==> src/rtl/fetch_unit_if.sv <==
// Fetch-stage bus bundle: instruction-memory read port plus decoder-facing output.
// Handshake: an instruction moves to decode in any cycle with inst_valid=1 and stall=0; while
// inst_valid=1 and stall=1 the fetch side holds inst/inst_pc stable. stall acts as an inverted ready.
interface fetch_unit_if #(
  parameter int INST_W = 16,
  parameter int ADDR_W = 16
);
  logic              imem_req;
  logic [ADDR_W-1:0] imem_addr;
  logic [INST_W-1:0] imem_rdata;
  logic              stall;
  logic              redirect;
  logic [ADDR_W-1:0] redirect_pc;
  logic [INST_W-1:0] inst;
  logic [ADDR_W-1:0] inst_pc;
  logic              inst_valid;

  modport master (
    output imem_req, imem_addr, inst, inst_pc, inst_valid,
    input  imem_rdata, stall, redirect, redirect_pc
  );

  modport slave (
    input  imem_req, imem_addr, inst, inst_pc, inst_valid,
    output imem_rdata, stall, redirect, redirect_pc
  );
endinterface

==> src/rtl/fetch_unit.sv <==
// ONC-16 instruction fetch: PC, 1-cycle-latency memory reads, 2-entry output queue
// (output slot + skid slot) and branch-redirect flush.
module fetch_unit #(
  parameter int                INST_W   = 16,
  parameter int                ADDR_W   = 16,
  parameter logic [ADDR_W-1:0] RESET_PC = '0
) (
  input  logic          clk,
  input  logic          rst_n,
  fetch_unit_if.master  bus
);

  logic [ADDR_W-1:0] pc;
  logic              inflight;
  logic [ADDR_W-1:0] inflight_pc;

  logic              out_v;
  logic [INST_W-1:0] inst_q;
  logic [ADDR_W-1:0] inst_pc_q;

  logic              skid_v;
  logic [INST_W-1:0] skid_inst;
  logic [ADDR_W-1:0] skid_pc;

  logic              deq;
  logic [2:0]        occ_next;
  logic              issue;

  logic              out_v_n;
  logic [INST_W-1:0] out_inst_n;
  logic [ADDR_W-1:0] out_pc_n;
  logic              skid_v_n;
  logic [INST_W-1:0] skid_inst_n;
  logic [ADDR_W-1:0] skid_pc_n;

  // Occupancy counts the in-flight read as already queued, so a new read is only
  // issued when its data is guaranteed a free slot on return.
  assign deq      = out_v & ~bus.stall;
  assign occ_next = 3'(out_v) + 3'(skid_v) + 3'(inflight) - 3'(deq);
  assign issue    = (occ_next < 3'd2);

  assign bus.imem_req   = rst_n & (bus.redirect | issue);
  assign bus.imem_addr  = bus.redirect ? bus.redirect_pc : pc;

  assign bus.inst       = inst_q;
  assign bus.inst_pc    = inst_pc_q;
  assign bus.inst_valid = out_v;

  // Queue update without redirect: skid advances first, then the response lands
  // in the first free slot, so program order is kept.
  always_comb begin
    out_v_n     = out_v;
    out_inst_n  = inst_q;
    out_pc_n    = inst_pc_q;
    skid_v_n    = skid_v;
    skid_inst_n = skid_inst;
    skid_pc_n   = skid_pc;

    if (deq) begin
      if (skid_v) begin
        out_v_n    = 1'b1;
        out_inst_n = skid_inst;
        out_pc_n   = skid_pc;
        skid_v_n   = 1'b0;
      end else begin
        out_v_n    = 1'b0;
      end
    end

    if (inflight) begin
      if (!out_v_n) begin
        out_v_n    = 1'b1;
        out_inst_n = bus.imem_rdata;
        out_pc_n   = inflight_pc;
      end else begin
        skid_v_n    = 1'b1;
        skid_inst_n = bus.imem_rdata;
        skid_pc_n   = inflight_pc;
      end
    end
  end

  always_ff @(posedge clk) begin
    if (!rst_n) begin
      pc          <= RESET_PC;
      inflight    <= 1'b0;
      inflight_pc <= '0;
      out_v       <= 1'b0;
      inst_q      <= '0;
      inst_pc_q   <= '0;
      skid_v      <= 1'b0;
      skid_inst   <= '0;
      skid_pc     <= '0;
    end else if (bus.redirect) begin
      // The target read is issued this cycle; anything buffered or returning now is stale.
      pc          <= bus.redirect_pc + ADDR_W'(1);
      inflight    <= 1'b1;
      inflight_pc <= bus.redirect_pc;
      out_v       <= 1'b0;
      skid_v      <= 1'b0;
    end else begin
      if (issue) begin
        pc          <= pc + ADDR_W'(1);
        inflight    <= 1'b1;
        inflight_pc <= pc;
      end else begin
        inflight    <= 1'b0;
      end
      out_v     <= out_v_n;
      inst_q    <= out_inst_n;
      inst_pc_q <= out_pc_n;
      skid_v    <= skid_v_n;
      skid_inst <= skid_inst_n;
      skid_pc   <= skid_pc_n;
    end
  end

endmodule
==> src/flat_wrapper.sv <==
// flat-port wrapper written by rule: the top's interface ports become plain ports
module fetch_unit_flat 
#(
  parameter int                INST_W   = 16,
  parameter int                ADDR_W   = 16,
  parameter logic [ADDR_W-1:0] RESET_PC = '0
)
  (clk, rst_n, bus_imem_req, bus_imem_addr, bus_inst, bus_inst_pc, bus_inst_valid, bus_imem_rdata, bus_stall, bus_redirect, bus_redirect_pc);
  fetch_unit_if #(.INST_W(INST_W), .ADDR_W(ADDR_W)) bus_i ();
  input  logic clk;
  input  logic rst_n;
  output wire logic [$bits(bus_i.imem_req)-1:0] bus_imem_req;
  output wire logic [$bits(bus_i.imem_addr)-1:0] bus_imem_addr;
  output wire logic [$bits(bus_i.inst)-1:0] bus_inst;
  output wire logic [$bits(bus_i.inst_pc)-1:0] bus_inst_pc;
  output wire logic [$bits(bus_i.inst_valid)-1:0] bus_inst_valid;
  input wire logic [$bits(bus_i.imem_rdata)-1:0] bus_imem_rdata;
  input wire logic [$bits(bus_i.stall)-1:0] bus_stall;
  input wire logic [$bits(bus_i.redirect)-1:0] bus_redirect;
  input wire logic [$bits(bus_i.redirect_pc)-1:0] bus_redirect_pc;
  assign bus_imem_req = bus_i.imem_req;
  assign bus_imem_addr = bus_i.imem_addr;
  assign bus_inst = bus_i.inst;
  assign bus_inst_pc = bus_i.inst_pc;
  assign bus_inst_valid = bus_i.inst_valid;
  assign bus_i.imem_rdata = bus_imem_rdata;
  assign bus_i.stall = bus_stall;
  assign bus_i.redirect = bus_redirect;
  assign bus_i.redirect_pc = bus_redirect_pc;
  fetch_unit #(.INST_W(INST_W), .ADDR_W(ADDR_W), .RESET_PC(RESET_PC)) u_core (.clk(clk), .rst_n(rst_n), .bus(bus_i));
endmodule
==> config.mk <==
export PLATFORM = sky130hd
export DESIGN_NAME = fetch_unit_flat
export DESIGN_NICKNAME = d
export VERILOG_FILES = /design/src/rtl/fetch_unit_if.sv /design/src/rtl/fetch_unit.sv /design/src/flat_wrapper.sv
export SDC_FILE = /design/constraint.sdc
export NUM_CORES = 1
export LEC_CHECK = 0
export CAP_MARGIN = 5
export CELL_PAD_IN_SITES_DETAIL_PLACEMENT = 1
export CELL_PAD_IN_SITES_GLOBAL_PLACEMENT = 1
export CORE_MARGIN = 1.5
export CORE_UTILIZATION = 34
export DETAILED_ROUTE_END_ITERATION = 16
export PLACE_DENSITY = 0.85
export SETUP_SLACK_MARGIN = 0.5
export SYNTH_ARGS = -nofsm -noshare
export SYNTH_HDL_FRONTEND = slang
export SYNTH_SLANG_ARGS = --single-unit
==> constraint.sdc <==
create_clock -name clk -period 2.7 [get_ports clk]
set_input_delay 0.54 -clock clk [delete_from_list [all_inputs] [get_ports clk]]
set_output_delay 0.54 -clock clk [all_outputs]
set_load 0.03 [all_outputs]
==> run metrics <==
status finished, final reports clean; Slew @ Worst Pin approximately 0.60 ns; worst r2r src u_core.bus.inst_valid; DRC Markers 0; post-detailed-routing wire length 15.69 mm; Worst Hold Path EP u_core.skid_inst[14]; sequential area share after synthesis 46.47%; syn_area_per_cell 8.363 sq um; Yosys reg bits 99; drt first pass iters 4; Relative slew margins 59.80%; Worst-Skew Late Latency between 0.3 and 0.4 ns; first-pass GRT wire length 22.43 mm; Placer Congestion around 0.87; Hold Vio Cnt, Final 0; Critical-path top delay cell dfxtp_4; crit-path cells nor2b_4 > nand2b_4 > a21boi_4 > fa_2 > xor2_2 > nand2_4 > nand2_4 > nand2_8 > clkinv_8 > buf_8; vias 4368; chip width 115.0 um; Max-Cap Viols 0; crit share post-route 98.83%; final worst slack 0.03153 ns; Final Max Tran Viols 0; Worst setup SP type register; final net count 674; WP data required 2.16 ns; Tot GR Track Use 21.62%; RSZ-0062 raised after global routing true; final non-filler cell total 808; post-synthesis simple-gate area fraction 15.17%; Max Clk Rate 374.7 MHz; Final Critical Period 2.668 ns; CP Data Arrival Time 2.13 ns; crit path max fanout 4; WP buf/inv 2; pwr dens 579.6 nW/um^2; WL per Instance around 19 um; final non-filler cell area 6449 sq um; CTS buffer count 9; placed instance count 765; ys flop type dfxtp_1; GRT overflow 0; Compound-Gate Fraction of Synth Area 24.88%; dpl hpwl slightly below 9 mm; root buf cell clkbuf_16; syn nets 549; path depth of the worst reg2reg path 15; clk buf depth 2; Tot Pwr 3737 uW; antenna viol nets, final 0; ant diodes 0; CTS H-tree depth 3; Setup TNS Final 0 ns; YS warnings 0; EDFF count, synth 0; clk_skew 0.01192 ns; largest net degree at the start of global routing 34; peak supply drop 0.3005 mV; hold path start u_core.skid_inst[14]; Vias/cell 5.406; pre-CTS WS -0.3231 ns; HP Class register to register; slowest stage delay, CP 0.38 ns; fraction of layout cells with a size suffix above 1 about a quarter; clk sink count 99; Post-Synth Adder-Cell Area roughly 1.1%; R2R setup slack 0.06 ns; Area after DPL 5517 sq um; Port-buffer cells 85; initial core utilization around a third; footprint of the multi-input gates 2312 sq um; CP delay by family, top simple AND/OR/NAND/NOR gates; commonest non-fill, non-tap cell in the layout dfxtp_1; most frequent cells in the layout 96 x dfxtp_1, 80 x nand2_1, 71 x a21oi_1; CTS tree yes; synth unique cells 47; Hold Path Cell Cnt 2; core area 12110 sq um; Crit path top cell by count nand2_4; leak pwr 0.002504 uW; Async SR Flop Fraction 0%; multiplexer share of the synthesized area under 10%; Starting DRT DRC Count between 200 and 300; fillers 1388; vias in the first global route 4562; final setup violating endpoints 0; row count 40; Storage cell area ~2000 sq um; Cells after Synth 510; initial antenna violation count 0; Area Overhead vs Synth 51.19%; CP Capture Type output pin; Die ar. 13230 sq um; Die Ht 115.0 um; synthesized area 4265 sq um; Setup CP Type register to output pin; Worst-path clk slew 0.07 ns; XOR/XNOR share of the synthesized area 2.464%; FF-to-FF End u_core.pc[0]; io pins 86; largest family of logic cells by synthesized area compound AO/OA/AOI/OAI gates
==> tightest hold or removal path, stage by stage (launching register included) <==
cell     delay (ns)
dfxtp_1        0.31
nand2_1        0.05
a21oi_1        0.05
==> cells in the mapped netlist (all sizes together), types with 2 or more instances <==
cell	instances	area [sq um]
inv	25	93.84
o22ai	34	212.7
mux2	2	22.52
nand2b	2	12.51
a21oi	80	404.1
nand3	11	55.05
nand2	87	326.6
mux2i	11	113.9
a32o	2	20.02
nor3	4	30.03
clkbuf	27	101.4
buf	12	90.09
nand4b	2	32.53
nor2b	3	18.77
dfxtp	99	1982
o32ai	3	26.28
ha	2	25.02
nand4	6	52.55
o21ai	36	180.2
a211oi	17	145.1
nor2	21	78.83
xnor2	11	96.34
==> registers in the layout (all words and copies together) (netlist names) <==
register,count
u_core.bus.inst,16
u_core.bus.inst_pc,16
u_core.bus.inst_valid,1
u_core.inflight,1
u_core.inflight_pc,16
u_core.pc,16
u_core.skid_inst,16
u_core.skid_pc,16
u_core.skid_v,1
==> power by group <==
part	switching, uW	internal, uW	total, uW
clock	572	748	1320
sequential	74.1	1540	1610
combinational	443	360	803
total	1090	2650	3740
==> how the worst max path moves through the flow <==
stage	cells after the start	slack [ns]	from	endpoint
floorplan	10	0.28	bus_stall	bus_imem_req
global placement	11	-0.24	bus_stall	bus_imem_req
detailed placement	11	-0.32	bus_stall	u_core.inflight_pc[3]
CTS	9	0.08	u_core.skid_v	bus_imem_req
global route	10	-0.05	u_core.bus.inst_valid	bus_imem_req
finish	10	0.03	u_core.bus.inst_valid	bus_imem_req
==> final cells by class <==
type                            count  share of cell area, %
Clock inverter                      5                 0.8925
Multi-Input combinational cell    346                  35.86
Tap cell                          168                  3.260
Timing Repair Buffer              153                  23.65
Sequential cell                    99                  30.87
Inverter                           26                  1.707
Clock buffer                       11                  3.764
==> repair_timing <==
action | CTS | global route
pin swaps | 11 | 23
resized for setup | 54 | 35
gates cloned | 2 | 5
buffers inserted | 13 | 7
endpoints found under the hold margin | 0 | 0
hold buffers | 0 | 0
setup endpoints to repair | 50 | 35
==> per-stage QoR <==
stage          hold WS, ns  utilization [%]
2_1_floorplan       0.4281                -
3_3_place_gp        0.4405            45.55
3_5_place_dp        0.4493            45.55
4_1_cts             0.4599            50.66
5_1_grt             0.4780            53.24
6_report            0.4571            53.24
==> kinds of logic (layout without fill, tap and decap cells) <==
family / Yosys count / after routing
multiplexers: 13 / 13
XOR/XNOR: 12 / 12
flip-flops: 99 / 99
buffers and inverters: 65 / 195
AND/OR/NAND/NOR: 140 / 140
AO/OA/AOI/OAI: 178 / 178
adder cells (fa/ha/maj): 3 / 3
==> per-layer routing <==
metal	GRT usage (%)	part of all wire, %
met5	0	0
met3	3.743	5.1
met2	39.25	52
met4	7.984	2.2
met1	25.50	41
Power figures use the tool's default switching activity.
